--- src/rtl/wb_commit_unit.sv ---
// Writeback commit unit: holds one ALU and one LSU result, commits one per cycle to the
// regfile write port, and tracks a per-register busy scoreboard for decode hazard checks.
`timescale 1ns/1ps
module wb_commit_unit #(
   parameter int unsigned DATA_W = 32,
   parameter int unsigned ADDR_W = 5,
   parameter int unsigned FAIR   = 1
) (
   input  logic              clk,
   input  logic              rst_n,
   input  logic              alu_valid,
   output logic              alu_ready,
   input  logic [ADDR_W-1:0] alu_rd,
   input  logic [DATA_W-1:0] alu_wd,
   input  logic              lsu_valid,
   output logic              lsu_ready,
   input  logic [ADDR_W-1:0] lsu_rd,
   input  logic [DATA_W-1:0] lsu_wd,
   input  logic              iss_valid,
   input  logic [ADDR_W-1:0] iss_rd,
   input  logic [ADDR_W-1:0] chk_rs1,
   input  logic [ADDR_W-1:0] chk_rs2,
   output logic              hz_rs1,
   output logic              hz_rs2,
   output logic              hz_rd,
   output logic              rf_we,
   output logic [ADDR_W-1:0] rf_rd,
   output logic [DATA_W-1:0] rf_wd
);

   localparam int unsigned NREG = 1 << ADDR_W;

   typedef struct packed {
      logic [ADDR_W-1:0] rd;
      logic [DATA_W-1:0] wd;
   } res_t;

   logic            alu_hv;
   res_t            alu_h;
   logic            lsu_hv;
   res_t            lsu_h;
   logic            last_lsu;
   logic [NREG-1:0] busy;
   logic [NREG-1:0] busy_nxt_c;
   logic            alu_grant_c;
   logic            lsu_grant_c;
   logic            contested_c;

   // Arbiter: on a tie FAIR alternates away from the last contested winner, else LSU wins.
   always_comb begin
      contested_c = alu_hv && lsu_hv;
      lsu_grant_c = lsu_hv && (!alu_hv || (FAIR == 0) || !last_lsu);
      alu_grant_c = alu_hv && !lsu_grant_c;
   end

   assign alu_ready = !alu_hv || alu_grant_c;
   assign lsu_ready = !lsu_hv || lsu_grant_c;

   assign hz_rs1 = busy[chk_rs1];
   assign hz_rs2 = busy[chk_rs2];
   assign hz_rd  = busy[iss_rd];

   // Hold registers: a granted entry may be replaced by new data on the same edge.
   always_ff @(posedge clk or negedge rst_n) begin
      if (!rst_n) begin
         alu_hv <= 1'b0;
         alu_h  <= '0;
         lsu_hv <= 1'b0;
         lsu_h  <= '0;
      end else begin
         if (alu_valid && alu_ready) begin
            alu_hv <= 1'b1;
            alu_h  <= '{rd: alu_rd, wd: alu_wd};
         end else if (alu_grant_c) begin
            alu_hv <= 1'b0;
         end
         if (lsu_valid && lsu_ready) begin
            lsu_hv <= 1'b1;
            lsu_h  <= '{rd: lsu_rd, wd: lsu_wd};
         end else if (lsu_grant_c) begin
            lsu_hv <= 1'b0;
         end
      end
   end

   // Commit register: writes to x0 are consumed but never enable the regfile.
   always_ff @(posedge clk or negedge rst_n) begin
      if (!rst_n) begin
         rf_we    <= 1'b0;
         rf_rd    <= '0;
         rf_wd    <= '0;
         last_lsu <= 1'b0;
      end else begin
         if (alu_grant_c) begin
            rf_we <= (alu_h.rd != '0);
            rf_rd <= alu_h.rd;
            rf_wd <= alu_h.wd;
         end else if (lsu_grant_c) begin
            rf_we <= (lsu_h.rd != '0);
            rf_rd <= lsu_h.rd;
            rf_wd <= lsu_h.wd;
         end else begin
            rf_we <= 1'b0;
         end
         if (contested_c) begin
            last_lsu <= lsu_grant_c;
         end
      end
   end

   // Scoreboard: a new issue to a register wins over the clear of its retiring write.
   always_comb begin
      busy_nxt_c = busy;
      if (rf_we && (rf_rd != '0)) begin
         busy_nxt_c[rf_rd] = 1'b0;
      end
      if (iss_valid && (iss_rd != '0)) begin
         busy_nxt_c[iss_rd] = 1'b1;
      end
   end

   always_ff @(posedge clk or negedge rst_n) begin
      if (!rst_n) begin
         busy <= '0;
      end else begin
         busy <= busy_nxt_c;
      end
   end

endmodule

--- config.mk ---
export PLATFORM = sky130hd
export DESIGN_NAME = wb_commit_unit
export DESIGN_NICKNAME = d
export VERILOG_FILES = /design/src/rtl/wb_commit_unit.sv
export SDC_FILE = /design/constraint.sdc
export NUM_CORES = 1
export LEC_CHECK = 0
export CAP_MARGIN = 20
export CORE_ASPECT_RATIO = 1.2
export CORE_MARGIN = 1.5
export CORE_UTILIZATION = 42
export CTS_CLUSTER_SIZE = 28
export DETAILED_ROUTE_END_ITERATION = 8
export PLACE_DENSITY = 0.73
export SYNTH_ARGS = -nofsm -noshare
export SYNTH_HDL_FRONTEND = slang
export SYNTH_SLANG_ARGS = --single-unit
--- constraint.sdc ---
create_clock -name clk -period 1.4 [get_ports clk]
set_input_delay 0.21 -clock clk [delete_from_list [all_inputs] [get_ports clk]]
set_output_delay 0.21 -clock clk [all_outputs]
set_load 0.02 [all_outputs]
After elaboration in Yosys (flattened, before gate mapping):

Index checks and enable logic that the tools add are counted.

* $lt $le $gt $ge: 6
* muxes and demuxes: 22
* bitwise gates (word level): 3
* reduce and logical (&&, ||, !) cells: 23

Operators with widths (number)
* two-way mux 32 bit: 4
* AND 32 bit: 1
* NOT 32 bit: 1
* bitwise OR 32 bit: 1
* < comparator 5 x 6 -> 1 bit (second input constant): 4
* nonzero test 5 bit: 4
* binary-select mux 1 bit (select 5 bit): 3
* two-way mux 1 bit: 11
* demux 1 bit (select 5 bit): 2
* greater-or-equal comparator 5 x 1 -> 1 bit (second input constant): 2
* two-way mux 5 bit: 2
* logical AND 1 bit: 9
* nonzero test 2 bit: 3
* logical NOT 1 bit: 4
* logical OR 1 bit: 3

* flip-flop bits (word level): 147
* bits of input ports: 94
* output and inout bits: 43
* logic and storage cells: 65

Longest topological paths before layout:

Gate-level depths: netlist of the first run.

* depth after elaboration: 9
* gate-level depth with buffers: 7
* depth with buffers taken out: 5

Worst setup path after synthesis of the first run:

No wires, ideal clock.

* path type: reg2reg
* start point: register alu_hv
* end point: register lsu_h[10] (netlist name)
* library setup time: 125 ps
* arrival: 1431 ps
* required time: 1275 ps
* path slack: -156 ps
* stages on the path, launching flop included: 6
* path buffers: 2
* period minus slack after synthesis: 1556 ps
* cells stage by stage: dfrtp_1 -> buf_2 -> nand3_1 -> nand2_2 -> buf_4 -> mux2_2

* longest elaborated chain between the ends: 5

Ends and longest elaborated chain
* start: declaration: line 38 `logic alu_hv;`
* start signal: assignment: line 66 `alu_hv <= 1'b0;`
* start signal: assignment: line 72 `alu_hv <= 1'b1;`
* start signal: assignment: line 75 `alu_hv <= 1'b0;`
* logical NOT 1 bit: line 52 `lsu_grant_c = lsu_hv && (!alu_hv || (FAIR == 0) || !last_lsu);`
* logical OR 1 bit: line 52
* logical AND 1 bit: line 52
* logical OR 1 bit: line 57 `assign lsu_ready = !lsu_hv || lsu_grant_c;`
* net lsu_ready: line 16 `output logic lsu_ready,`
* logical AND 1 bit: line 77 `if (lsu_valid && lsu_ready) begin`
* end signal: assignment: line 79 `lsu_h <= '{rd: lsu_rd, wd: lsu_wd};`
* end: declaration: line 41 `res_t lsu_h;`

The timed path passes the listed nets, and every way through them passes these cells.
A chain may end at the register's enable or synchronous reset.

Worst setup path in the final report of the first run:

* start point: register busy[19]
* end point: output port hz_rs2

* longest elaborated chain between the ends: 2

Ends and longest elaborated chain
* start: declaration: line 43 `logic [NREG-1:0] busy;`
* start signal: assignment: line 126 `busy <= busy_nxt_c;`
* binary-select mux 1 bit (select 5 bit): line 60 `assign hz_rs2 = busy[chk_rs2];`
* two-way mux 1 bit (implied by the code): line 60
* end: declaration: line 24 `output logic hz_rs2,`

Every way passes these cells. The select of a mux whose other input is x is not followed.

==> flow_metrics.py, run 1 <==
metrics = {
    "logic_synthesis": {
        "synth_flop_cell": "dfrtp_1",
        "ys_warn_count": 0,
        "synth.net_count": 683,
        "syn_area_sq_um": 7020,
        "synth_cell_type_count": 41,
        "seq_area_frac_synth": 0.524,
        "synth_cells": 589,
        "synth-seq-cells": 147,
        "avgSynthCellArea_sq_um": 11.9,
        "async_flop_share": 1.00,
        "synth-edff-count": 0,
    },
    "drt": {
        "routedWlPerCell_um": 24.0,
        "drt_wl_total_mm": 25.0,
        "drc": 0,
        "drt_pass1_iterations": 6,
        "via_per_inst": 5.68,
        "drtAntennaViolNets": 0,
        "drtIter0Drc": 257,
        "via_count": 5916,
    },
    "sta": {
        "rsz0062_at_grt": "true",
        "fin_crit_ps": 2060,
        "max_freq_ghz": 0.487,
        "relSlewSlack": 0.719,
        "tightestPinTransition_ps": 421,
        "setup_violations": 117,
        "fin_ws_ps": -655,
        "maxSlewViolCount": 0,
        "hold_ws_ps": 274,
        "fin_crit_sh": 1.47,
        "final.setup_skew_ps": 7.34,
        "hold_viol_final": 0,
    },
    "power_and_ir_drop": {
        "power_density_nw_per_um2": 1990,
        "fin_total_pwr_mw": 22.1,
        "vdd_drop_max_uv": 1470,
        "p_leak_nw": 5.00,
    },
    "global_routing": {
        "antenna_found_initial": 0,
        "grt_overflow": 0,
        "track_usage": 0.290,
        "grt_pass1_wl_mm": 37.8,
        "grt_max_degree": 40,
        "first_global_vias": 6549,
    },
    "place": {
        "buffer_ports.inserted": 136,
        "place_hpwl_mm": 14.0,
        "place.gp.congestion": 1.00,
    },
    "floorplanning": {
        "die_area_sq_um": 17500,
        "start_util": 0.432,
        "die_y_um": 145,
        "core_area_sq_um": 16300,
        "io_pins": 137,
        "die_w_um": 121,
        "num_rows": 51,
    },
    "run_status": {
        "violations": "negative setup slack",
        "outcome": "complete, but fails checks",
    },
    "cts": {
        "clkTransAtPathRegs_ps": 70,
        "cts.path.max_buffers": 2,
        "h-tree-depth": 4,
        "cts_tree": "yes",
        "clkLatencyLatePin_ps": 420,
        "cts_buffers": 17,
        "cts_root_buffer": "clkbuf_16",
        "cts.sinks": 147,
    },
    "final_layout": {
        "diodes": 0,
        "fillers": 1057,
        "fin_nets": 911,
        "syn_to_final_growth_pct": 58.6,
        "postLayoutCoreUtil": 0.684,
        "drive_above_1_share": 0.424,
    },
    "hold_path": {
        "min_path_type": "in2async",
    },
    "job": {
        "maxCapViolations": 0,
    },
    "critical_path": {
        "path_max_fanout": 4,
        "worstSetupPathType": "reg2out",
        "required_ps": 1190,
        "crit_path_start_kind": "flop",
        "critPathArrivalTime_ps": 1850,
        "crit_path_end_kind": "primary output",
    },
}
[flip-flops by register name, summed over array words and instances, names as in the netlist]
register / cells
busy: 32
rf_rd: 5
rf_wd: 32
rf_we: 1
lsu_h: 37
alu_hv: 1
lsu_hv: 1
last_lsu: 1
alu_h: 37
[where the power goes]
group          internal [mW]  switching [mW]
clock                   2.68            1.99
sequential              5.86            1.85
combinational           5.09            4.66
[metrics by stage]
stage,cells,cell area [sq um],TNS [ps],setup WS [ps]
final,1042,11100,-19240,-655
after global routing,1042,11100,-22050,-716
after CTS,1047,10900,-17430,-645
after detailed placement,964,9030,-17780,-1160
after global placement,964,9030,-14140,-1080
after floorplan,589,7080,-3030,-98.2
[logic make-up after synthesis]
| group | count (synthesis) | share of synthesized area |
|---|---|---|
| AOI/OAI and AO/OA | 133 | 0.104 |
| buffers and inverters | 38 | 0.0374 |
| DFF | 147 | 0.524 |
| muxes | 155 | 0.252 |
| and+or+nand+nor | 116 | 0.0825 |
[layout by cell type (no fill, tap or decap), drive strengths merged, types with 9 or more instances in the layout]
cell type,Yosys,layout
dlygate4sd2,0,30
mux2i,71,71
dfrtp,147,147
mux2,84,84
clkbuf,8,20
nand2,60,60
o21ai,104,104
clkdlybuf4s50,0,86
nor2b,11,11
inv,2,9
nand3,14,14
buf,28,116
[final cells by class]
class	instances	area, sq um	share of cell area
multi-input cells	404	3840	0.345
inverters	2	7.51	0.000674
flip-flops and latches	147	3690	0.332
clock buffers	18	429	0.0385
well taps	212	265	0.0238
repair buffers	245	2730	0.245
clock inverters	14	166	0.0149
[Yosys cell counts, types with 2 or more instances]
library cell / instances / area, sq um
clkbuf_1: 8 / 30.0
a22oi_1: 8 / 60.1
mux2_4: 30 / 450
nand2b_1: 6 / 37.5
o21ai_1: 8 / 40.0
o21ai_0: 96 / 480
a2111oi_0: 2 / 17.5
buf_2: 15 / 75.1
buf_6: 4 / 45.0
buf_4: 6 / 45.0
buf_12: 3 / 60.1
a311o_1: 2 / 20.0
o22ai_1: 4 / 25.0
nor2b_1: 11 / 68.8
or4_1: 2 / 15.0
mux2i_1: 71 / 711
inv_1: 2 / 7.51
nand4b_1: 2 / 17.5
nand2_1: 58 / 218
mux2_2: 54 / 608
a21oi_1: 6 / 30.0
nand3_1: 14 / 70.1
nand3b_1: 5 / 37.5
and2_1: 2 / 12.5
dfrtp_1: 147 / 3680
a211oi_1: 3 / 22.5
nor2_1: 6 / 22.5
[routing by layer]
| metal | track usage | part of all wire | up-vias |
|---|---|---|---|
| li1 | - | - | 2586 |
| met1 | 0.327 | 0.37 | 2998 |
| met2 | 0.525 | 0.53 | 270 |
| met3 | 0.0596 | 0.062 | 62 |
| met4 | 0.134 | 0.036 | 0 |
| met5 | 0 | 0 | - |
[path summary, 6_finish.rpt]
kind | start | end | slack, ps | depth (start not counted)
hold / removal | rst_n | alu_h[25] | 270 | 2
max in group asynchronous | rst_n | busy[17] | 530 | 3
setup / recovery | busy[19] | hz_rs2 | -660 | 6
setup reg to reg | alu_hv | rf_rd[4] | -230 | 8
min in group clk | lsu_wd[20] | lsu_h[20] | 400 | 2
hold reg to reg | lsu_h[26] | rf_wd[26] | 500 | 2
[critical path: stages (launching register included)]
cell and delay, ps:
dfrtp_2 470, mux2i_1 190, a22oi_1 110, nand4b_1 130, a21oi_2 40, a311o_1 350, buf_6 140
[what timing repair did]
item                                    CTS  global route
buffers inserted                         31            17
pin swaps                                34            31
endpoints found under the setup margin  160           139
gates cloned                             20             0
hold buffers                              1             0
resized for setup                       241           157
hold endpoints to repair                 34             0
Note: power is estimated with default switching activity, not from simulation.
==> run 2, diff against run 1 <==
--- a/config.mk
+++ b/config.mk
@@ -11,7 +11,9 @@
 export CORE_UTILIZATION = 42
 export CTS_CLUSTER_SIZE = 28
 export DETAILED_ROUTE_END_ITERATION = 8
-export PLACE_DENSITY = 0.73
+export PLACE_DENSITY = 0.7
+export REMOVE_ABC_BUFFERS = 1
+export SETUP_SLACK_MARGIN = 0.05
 export SYNTH_ARGS = -nofsm -noshare
 export SYNTH_HDL_FRONTEND = slang
 export SYNTH_SLANG_ARGS = --single-unit
==> constraint.sdc (replaced) <==
create_clock -name clk -period 1.9 [get_ports clk]
set_input_delay 0.285 -clock clk [delete_from_list [all_inputs] [get_ports clk]]
set_output_delay 0.285 -clock clk [all_outputs]
set_load 0.02 [all_outputs]
==> run 2 against run 1 <==
Compared with the run above:
- the run still ends with negative setup slack left
- first-iteration DRC count increased by 3.9%
- via count fell by 9.2%
- die area did not move
- sequential power is 31% lower
- flip-flop and latch count stayed put
- setup slack improved by 490 ps
- power fell by 38%
- non-clock buffer count decreased by 52
- design area fell by 14%
- critical path type unchanged
- critical endpoint is now hz_rd
- largest power group is now registers
- highest routed layer unchanged
==> flow_metrics.py, run 2 (synthesis results as in run 1) <==
metrics = {
    "final_layout": {
        "stdcell_count": 988,
        "design_area_sq_um": 9620,
        "final_cell_mix": "145 x dfrtp_1, 120 x clkdlybuf4s50_1, 96 x o21ai_0",
        "layout_commonest_cell": "dfrtp_1",
        "drive_above_1_share": 0.249,
        "postLayoutCoreUtil": 0.591,
        "multi_input_area_sq_um": 3150,
        "syn_to_final_growth_pct": 37.0,
        "diodes": 0,
        "fin_nets": 859,
        "ff_latch_area_sq_um": 3680,
        "fillers": 1307,
        "reg_top3": "alu_h x37, lsu_h x37",
    },
    "floorplanning": {
        "die_y_um": 145,
        "die_area_sq_um": 17500,
        "start_util": 0.432,
        "die_w_um": 121,
        "io_pins": 137,
        "core_area_sq_um": 16300,
        "num_rows": 51,
    },
    "critical_path": {
        "path_cells": "a2111oi_4 -> a311oi_1 -> a41oi_1 -> nand3_1 -> buf_2",
        "required_ps": 1620,
        "crit_path_start": "busy[17]",
        "critPathArrivalTime_ps": 1780,
        "rr_worst_depth": 4,
        "crit_path_start_kind": "flop",
        "worstSetupPathType": "reg2out",
        "worstPathBufferInverterCount": 1,
        "ff2ff_setup_slack_ps": 250,
        "path_max_fanout": 4,
        "endpoint": "hz_rd",
        "crit_family": "compound AO/OA/AOI/OAI gates",
        "cp.depth": 5,
        "cpPeakStageDelay_ps": 450,
        "rr_endpoint": "rf_rd[3]",
        "crit_path_end_kind": "primary output",
        "cpMaxStageDelayCell": "dfrtp_1",
        "r2r-start": "alu_hv",
    },
    "cts": {
        "cts_root_buffer": "clkbuf_16",
        "clkLatencyLatePin_ps": 400,
        "cts_tree": "yes",
        "h-tree-depth": 4,
        "cts.path.max_buffers": 2,
        "clkTransAtPathRegs_ps": 60,
        "cts_buffers": 17,
        "cts.sinks": 147,
    },
    "power_and_ir_drop": {
        "vdd_drop_max_uv": 877,
        "fin_total_pwr_mw": 13.7,
        "p_leak_nw": 4.21,
        "power_density_nw_per_um2": 1420,
    },
    "job": {
        "maxCapViolations": 0,
    },
    "place": {
        "place_hpwl_mm": 13.2,
        "place.gp.congestion": 0.938,
        "buffer_ports.inserted": 136,
        "dpl_cell_area_sq_um": 8840,
        "dp.cells": 948,
    },
    "global_routing": {
        "antenna_found_initial": 0,
        "grt_pass1_wl_mm": 29.8,
        "grt_max_degree": 47,
        "grt_overflow": 0,
        "track_usage": 0.221,
        "first_global_vias": 5792,
    },
    "drt": {
        "drtIter0Drc": 267,
        "drt_pass1_iterations": 4,
        "drc": 0,
        "drtAntennaViolNets": 0,
        "via_per_inst": 5.44,
        "routedWlPerCell_um": 18.8,
        "via_count": 5371,
        "drt_wl_total_mm": 18.6,
    },
    "hold_path": {
        "min_path_type": "in2async",
    },
    "sta": {
        "fin_crit_ps": 2070,
        "fin_crit_sh": 1.09,
        "fin_ws_ps": -168,
        "rsz0062_at_grt": "true",
        "hold_viol_final": 0,
        "tightestPinTransition_ps": 623,
        "relSlewSlack": 0.585,
        "final.setup_skew_ps": 8.91,
        "max_freq_ghz": 0.483,
        "maxSlewViolCount": 0,
        "setup_violations": 3,
        "tns_ps": -435,
    },
    "run_status": {
        "outcome": "complete, but fails checks",
        "violations": "negative setup slack",
    },
}
run 2: power by group:
part | internal [mW] | leakage (nW) | switching (mW) | total [mW]
Sequential | 4.30 | 1.71 | 0.986 | 5.29
Clock | 2.13 | 0.292 | 1.27 | 3.40
Combinational | 2.52 | 2.21 | 2.44 | 4.96
run 2: area by class of cell:
type	instances	share of cell area
Inverter	2	0.000780
Sequential cell	147	0.382
Clock inverter	11	0.0160
Timing Repair Buffer	193	0.199
Clock buffer	19	0.0471
Multi-Input combinational cell	404	0.327
Tap cell	212	0.0276
run 2: what timing repair did:
item,in CTS,in global routing
endpoints found under the setup margin,5,4
resized for setup,43,7
gates cloned,2,0
hold buffers,1,0
buffers inserted,5,2
pin swaps,8,3
endpoints found under the hold margin,43,0
run 2: worst register-to-register path, cell delays in order, from the launching register on:
cell and delay, ps:
dfrtp_2 350, buf_4 190, buf_4 540, mux2i_1 280
o21ai_0 120
run 2: routing by layer:
metal  vias up  part of all wire  track usage
met2       179              0.51        0.382
li1       2472                 -            -
met5         -                 0            0
met3        30             0.076       0.0709
met1      2690              0.39        0.254
met4         0             0.024       0.0916
run 2: worst min-delay path by stage:
stage,start,to,depth (start not counted)
2_1_floorplan,rst_n,alu_h[0],0
3_3_place_gp,rst_n,rf_wd[23],1
3_5_place_dp,rst_n,lsu_h[23],1
4_1_cts,rst_n,lsu_h[23],2
5_1_grt,rst_n,lsu_h[23],2
6_report,rst_n,lsu_h[23],2
run 2: through the flow:
step	setup WS (ps)	hold slack [ps]
global route	-269	380
floorplan	-2170	-10.6
finish	-168	358
CTS	-183	366
global placement	-685	237
detailed placement	-742	248
